--- src/rtl/sram_port_arbiter_pkg.sv ---
// Shared encodings and default widths for the SRAM port arbiter.
package sram_port_arbiter_pkg;

    typedef enum logic [1:0] {
        ARB_IDLE  = 2'd0,
        ARB_READ  = 2'd1,
        ARB_WRITE = 2'd2
    } arb_op_e;

    localparam int SRAM_ADDR_W = 20;
    localparam int PIX_W       = 8;

endpackage

--- src/rtl/sram_port_arbiter_wr_fifo.sv ---
// Synchronous write-buffer FIFO; push is refused while full even if a pop
// happens in the same cycle.
module sram_wr_fifo #(
    parameter int DEPTH = 4,
    parameter int W     = 28
) (
    input  logic                     i_clk,
    input  logic                     i_rst_n,
    input  logic                     i_push,
    input  logic [W-1:0]             i_din,
    input  logic                     i_pop,
    output logic [W-1:0]             o_dout,
    output logic                     o_full,
    output logic                     o_empty,
    output logic [$clog2(DEPTH):0]   o_count
);

    localparam int AW = $clog2(DEPTH);

    logic [W-1:0]  r_mem [DEPTH];
    logic [AW-1:0] r_wp;
    logic [AW-1:0] r_rp;
    logic [AW:0]   r_cnt;
    logic          w_push;
    logic          w_pop;

    assign o_full  = (r_cnt == (AW+1)'(DEPTH));
    assign o_empty = (r_cnt == '0);
    assign o_count = r_cnt;
    assign o_dout  = r_mem[r_rp];
    assign w_push  = i_push & ~o_full;
    assign w_pop   = i_pop & ~o_empty;

    always_ff @(posedge i_clk) begin
        if (w_push) begin
            r_mem[r_wp] <= i_din;
        end
    end

    always_ff @(posedge i_clk or negedge i_rst_n) begin
        if (!i_rst_n) begin
            r_wp  <= '0;
            r_rp  <= '0;
            r_cnt <= '0;
        end else begin
            if (w_push) begin
                r_wp <= r_wp + 1'b1;
            end
            if (w_pop) begin
                r_rp <= r_rp + 1'b1;
            end
            unique case ({w_push, w_pop})
                2'b10:   r_cnt <= r_cnt + 1'b1;
                2'b01:   r_cnt <= r_cnt - 1'b1;
                default: ;
            endcase
        end
    end

endmodule

--- src/rtl/sram_port_arbiter.sv ---
// Shares one sram_conn port between VGA pixel reads and buffered
// framebuffer-copy writes; reads win unless the write queue starves.
module sram_port_arbiter
    import sram_port_arbiter_pkg::*;
#(
    parameter int ADDR_W       = SRAM_ADDR_W,
    parameter int DATA_W       = PIX_W,
    parameter int FIFO_DEPTH   = 4,
    parameter int STARVE_LIMIT = 8,
    parameter int RD_LAT       = 1
) (
    input  logic                          clk,
    input  logic                          reset,
    input  logic                          cp_valid,
    input  logic [ADDR_W-1:0]             cp_addr,
    input  logic [DATA_W-1:0]             cp_data,
    output logic                          cp_ready,
    input  logic                          rd_req,
    input  logic [ADDR_W-1:0]             rd_addr,
    output logic [DATA_W-1:0]             rd_data,
    output logic                          rd_valid,
    output logic                          rd_late,
    output logic                          mem_read,
    output logic                          mem_write,
    output logic [ADDR_W-1:0]             mem_addr,
    output logic [DATA_W-1:0]             mem_wdata,
    input  logic [DATA_W-1:0]             mem_rdata,
    output logic [$clog2(FIFO_DEPTH):0]   fifo_count,
    output logic                          busy
);

    localparam int SW = $clog2(STARVE_LIMIT + 1);
    localparam int FW = ADDR_W + DATA_W;

    arb_op_e             r_op;
    arb_op_e             w_op_nxt;
    logic [SW-1:0]       r_starve;
    logic                r_pend_v;
    logic [ADDR_W-1:0]   r_pend_addr;
    logic                r_late;
    logic [ADDR_W-1:0]   r_addr;
    logic [DATA_W-1:0]   r_wdata;
    logic [RD_LAT-1:0]   r_vsh;
    logic [DATA_W-1:0]   r_rd_data;

    logic [FW-1:0]       w_fifo_dout;
    logic                w_full;
    logic                w_empty;
    logic                w_force;
    logic                w_pop;
    logic [ADDR_W-1:0]   w_rd_addr;
    logic [RD_LAT:0]     w_tap;

    sram_wr_fifo #(
        .DEPTH (FIFO_DEPTH),
        .W     (FW)
    ) u_fifo (
        .i_clk   (clk),
        .i_rst_n (reset),
        .i_push  (cp_valid),
        .i_din   ({cp_addr, cp_data}),
        .i_pop   (w_pop),
        .o_dout  (w_fifo_dout),
        .o_full  (w_full),
        .o_empty (w_empty),
        .o_count (fifo_count)
    );

    assign w_force   = (r_starve == SW'(STARVE_LIMIT)) & ~w_empty & ~r_pend_v;
    assign w_rd_addr = r_pend_v ? r_pend_addr : rd_addr;
    assign w_pop     = (w_op_nxt == ARB_WRITE);

    always_ff @(posedge clk or negedge reset) begin
        if (!reset) begin
            r_op <= ARB_IDLE;
        end else begin
            r_op <= w_op_nxt;
        end
    end

    always_comb begin
        w_op_nxt = ARB_IDLE;
        if (w_force) begin
            w_op_nxt = ARB_WRITE;
        end else if (r_pend_v | rd_req) begin
            w_op_nxt = ARB_READ;
        end else if (!w_empty) begin
            w_op_nxt = ARB_WRITE;
        end
    end

    always_comb begin
        mem_read  = 1'b0;
        mem_write = 1'b0;
        unique case (r_op)
            ARB_READ:  mem_read  = 1'b1;
            ARB_WRITE: mem_write = 1'b1;
            default:   ;
        endcase
    end

    always_ff @(posedge clk or negedge reset) begin
        if (!reset) begin
            r_addr  <= '0;
            r_wdata <= '0;
        end else if (w_op_nxt == ARB_READ) begin
            r_addr <= w_rd_addr;
        end else if (w_op_nxt == ARB_WRITE) begin
            r_addr  <= w_fifo_dout[DATA_W +: ADDR_W];
            r_wdata <= w_fifo_dout[DATA_W-1:0];
        end
    end

    // One-deep skid: a forced write parks the read, and a served pending
    // read is replaced by any request arriving in the same cycle.
    always_ff @(posedge clk or negedge reset) begin
        if (!reset) begin
            r_pend_v    <= 1'b0;
            r_pend_addr <= '0;
            r_late      <= 1'b0;
        end else begin
            r_late <= w_force & rd_req;
            if (w_force | r_pend_v) begin
                r_pend_v <= rd_req;
                if (rd_req) begin
                    r_pend_addr <= rd_addr;
                end
            end
        end
    end

    always_ff @(posedge clk or negedge reset) begin
        if (!reset) begin
            r_starve <= '0;
        end else if (w_empty || w_op_nxt == ARB_WRITE) begin
            r_starve <= '0;
        end else if (r_starve != SW'(STARVE_LIMIT)) begin
            r_starve <= r_starve + 1'b1;
        end
    end

    assign w_tap = {r_vsh, mem_read};

    always_ff @(posedge clk or negedge reset) begin
        if (!reset) begin
            r_vsh     <= '0;
            r_rd_data <= '0;
        end else begin
            r_vsh <= w_tap[RD_LAT-1:0];
            if (w_tap[RD_LAT-1]) begin
                r_rd_data <= mem_rdata;
            end
        end
    end

    assign rd_valid  = w_tap[RD_LAT];
    assign rd_data   = r_rd_data;
    assign rd_late   = r_late;
    assign mem_addr  = r_addr;
    assign mem_wdata = r_wdata;
    assign cp_ready  = ~w_full;
    assign busy      = ~w_empty | r_pend_v | (|w_tap[RD_LAT-1:0]);

endmodule

--- config.mk ---
export PLATFORM = sky130hd
export DESIGN_NAME = sram_port_arbiter
export DESIGN_NICKNAME = d
export VERILOG_FILES = /design/src/rtl/sram_port_arbiter_pkg.sv /design/src/rtl/sram_port_arbiter_wr_fifo.sv /design/src/rtl/sram_port_arbiter.sv
export SDC_FILE = /design/constraint.sdc
export NUM_CORES = 1
export LEC_CHECK = 0
export CAP_MARGIN = 40
export CORE_ASPECT_RATIO = 0.75
export CORE_MARGIN = 1.5
export CORE_UTILIZATION = 55
export CTS_CLUSTER_DIAMETER = 30
export DETAILED_ROUTE_END_ITERATION = 10
export GPL_TIMING_DRIVEN = 0
export PLACE_DENSITY = 0.8
export RECOVER_POWER = 50
export SLEW_MARGIN = 20
export SYNTH_ARGS = -nofsm -noshare
export SYNTH_HDL_FRONTEND = slang
export SYNTH_SLANG_ARGS = --single-unit
--- constraint.sdc ---
create_clock -name clk -period 5.4 [get_ports clk]
set_input_delay 1.08 -clock clk [delete_from_list [all_inputs] [get_ports clk]]
set_output_delay 1.08 -clock clk [all_outputs]
set_load 0.03 [all_outputs]
==> impl_metrics.csv <==
group,metric,value,unit
status,status,"complete, but fails checks",
status,failed_checks,"max-capacitance violations, max-slew violations",
cts,htreeDepth,4,
cells_and_area,nFillCells,818,
setup_path,worstPathRequired,5.70,ns
logic_synthesis,ys_ff_latch,184,
logic_synthesis,syn_area,7400,um^2
setup_path,crit_path_end_kind,"flip-flop",
setup_path,cp_cell_sequence,"dlygate4sd3_1, a211oi_1, ha_1, and2_1, ha_1, fa_1, mux2_2",
power,p_sw,1730,uW
detailed_routing,dr_total_vias,4037,
detailed_routing,drc_errors,0,
setup_path,crit_type,"input pin to flip-flop",
logic_synthesis,ys_warn_count,0,
detailed_routing,first_pass_iters,5,
cells_and_area,synthToLayoutAreaGrowth,26.0,%
detailed_routing,via_per_inst,5.58,
power,p_int,3490,uW
cts,numCtsBuffers,17,
run,drv_cap,1,
sta,min_period,3.42,ns
sta,setup_tns,0,ns
power,ir_drop,0.378,mV
global_routing,grt_max_degree,46,
sta,tightest_slew,1.67,ns
cts,cts_buffer_depth,2,
power,total_power,5230,uW
min_path,holdCritPathClass,"flip-flop to flip-flop",
detailed_routing,routedWlPerCell,20.2,um
die,core,13100,um^2
placed_design,io_buffers,104,
sta,setup_violations,0,
cells_and_area,final_cell_mix,"edfxtp_1, clkdlybuf4s50_1, dfrtp_1, nand2_1, mux2_2",
die,num_rows,36,
sta,maxSlewHeadroom,-0.114,
cells_and_area,drive_gt1_frac,0.244,
sta,maxSlewViolCount,28,
cells_and_area,final_util,0.714,
logic_synthesis,ys_top_cells_by_area,"edfxtp_1, dfrtp_1, mux4_2, mux2_2, mux2_4",
die,die_x,137,um
logic_synthesis,synthDominantCellAreaShare,0.455,
cts,clock_sinks,184,
sta,finalWorstSetupSlack,1.98,ns
cts,clock_latency,0.43,ns
cts,ctsHoldBuffers,0,
sta,fmax,292,MHz
global_routing,grt_pass1_vias,4188,
die,dieArea,14200,um^2
cells_and_area,mostFrequentLayoutCell,"edfxtp_1",
global_routing,antenna_found_initial,2,
logic_synthesis,synth_ff_type,"edfxtp_1",
setup_path,critPathSlowestCell,"dlygate4sd3_1",
power,comb_power_share,0.368,
setup_path,slowest_delay,0.61,ns
detailed_routing,drt_iter0_markers,239,
placed_design,place_ws,1.69,ns
sta,finalCritPeriodShare,0.634,
global_routing,grt_pass1_wl,22900,um
sta,rsz0062_at_grt,"false",
cts,cts_setup_buffers,0,
cells_and_area,fin_nets,608,
power,p_leak,0.00362,uW
logic_synthesis,yosys.area.top_type,"edfxtp_1",
logic_synthesis,syn-num-nets,480,
setup_path,start_kind,"input pin",
die,start_util,0.566,
logic_synthesis,async_reset_ff_frac,0.391,
global_routing,overflow,0,
cts,cts_tree,"done",
die,pin_count,105,
cts,cts_resized,0,
cts,cts_root_buf,"clkbuf_16",
logic_synthesis,ys_seq_area_frac,0.698,
logic_synthesis,syn_inst,409,
power,switching_share,0.332,
sta,skew,0.0133,ns
setup_path,cp_data_arrival_time,3.73,ns
detailed_routing,ant_nets,0,
setup_path,crit_top_cell,"ha_1",
logic_synthesis,synth_edf_count,112,
logic_synthesis,synth_cell_types,35,
setup_path,crit_fanout,6,
power,seq_power_share,0.410,
power,p_clk_frac,0.223,
power,powerDensity,560,nW/um^2
placed_design,hpwl,9560,um
detailed_routing,wirelength,14600,um
global_routing,grt_usage,0.227,
cts,path_clk_slew,0.06,ns
placed_design,gp_congestion,0.804,
logic_synthesis,syn_avg_cell_area,18.1,um^2
die,die_h,103,um
setup_path,critPathTopFamily,"adder cells",
sta,finalHoldViolCount,0,
setup_path,critPathBufInv,1,
[routing by layer]
layer  wire length (um)  global-route usage  vias to the layer above
li1                   -                   -                     1824
met1               6530               0.317                     2059
met2               6820               0.359                      141
met3               1130              0.0712                       13
met4                144              0.0518                        0
met5                  0                   0                        -
[worst reg2reg max path, delay by kind of cell (launching register included)]
kind,cells,cell delay [ns]
fa+ha+maj,3,0.97
flops,1,0.47
xor+xnor,2,0.30
compound gates,1,0.23
simple gates,3,0.93
[registers in the layout, indices dropped and copies added (netlist names)]
signal	flops
u_fifo.r_wp	2
mem_wdata	8
rd_valid	1
u_fifo.r_rp	2
u_fifo.o_count	3
r_pend_v	1
r_starve	4
rd_late	1
rd_data	8
u_fifo.r_mem	112
mem_addr	20
r_op	2
r_pend_addr	20
[logic make-up (layout without fill, tap and decap cells)]
| family | Yosys count | after routing | share of synthesized area |
|---|---|---|---|
| fa+ha+maj | 11 | 11 | 0.0196 |
| xor+xnor | 9 | 9 | 0.0107 |
| mux | 87 | 87 | 0.185 |
| other cells | 0 | 2 | 0 |
| flops | 184 | 184 | 0.698 |
| simple gates | 66 | 66 | 0.0409 |
| buf+inv | 27 | 168 | 0.0205 |
| compound gates | 25 | 25 | 0.0257 |
[synth_stat cells, types with 2 or more instances]
cell type,count
edfxtp_1,112
dfrtp_1,72
nand2_1,42
mux2_2,39
mux4_2,28
a22oi_1,20
mux2_4,19
ha_1,10
buf_2,8
clkbuf_1,8
inv_1,7
xnor2_1,6
nor3_1,5
and3_1,4
nor2b_1,3
xor2_1,3
buf_12,2
nand3_1,2
nor2_1,2
or3_1,2
[power groups by stage]
stage               sequential (uW)  clock, uW  combinational [uW]
floorplan                      2400          0                 955
global placement               2140          0                1840
detailed placement             2160          0                1940
CTS                            2140       1180                1960
global route                   2180       1240                2080
finish                         2140       1160                1920
[final cells by class]
| type | count | area [um^2] | area share |
|---|---|---|---|
| Tap cell | 171 | 214 | 0.0229 |
| Clock inverter | 13 | 120 | 0.0129 |
| Buffer | 20 | 109 | 0.0117 |
| Inverter | 7 | 26.3 | 0.00282 |
| Timing Repair Buffer | 109 | 1170 | 0.126 |
| Clock buffer | 19 | 433 | 0.0464 |
| Antenna cell | 2 | 5.00 | 0.000537 |
| Sequential cell | 184 | 5160 | 0.554 |
| Multi-Input combinational cell | 198 | 2080 | 0.223 |
[final timing paths]
check,from,to,slack [ns],depth (start not counted)
max in group asynchronous,reset,rd_data[4]$_DFFE_PN0P_,3.34,1
worst min-delay path,rd_data[6]$_DFFE_PN0P_,rd_data[6]$_DFFE_PN0P_,0.51,1
worst max register to register,u_fifo.o_count[0]$_DFFE_PN0P_,u_fifo.o_count[2]$_DFFE_PN0P_,2.38,9
min in group asynchronous,reset,r_pend_addr[14]$_DFFE_PN0P_,1.07,1
worst min register to register,rd_data[6]$_DFFE_PN0P_,rd_data[6]$_DFFE_PN0P_,0.51,1
worst max-delay path,rd_req,u_fifo.o_count[1]$_DFFE_PN0P_,1.98,7
[metrics by stage]
step / instance area [um^2] / cells / hold slack, ns
after floorplan: 7400 / 409 / 0.474
after global placement: 8650 / 684 / 0.482
after detailed placement: 8790 / 689 / 0.488
after CTS: 9350 / 721 / 0.510
after global routing: 9320 / 723 / 0.517
final: 9320 / 723 / 0.507
Power figures use the tool's default switching activity.
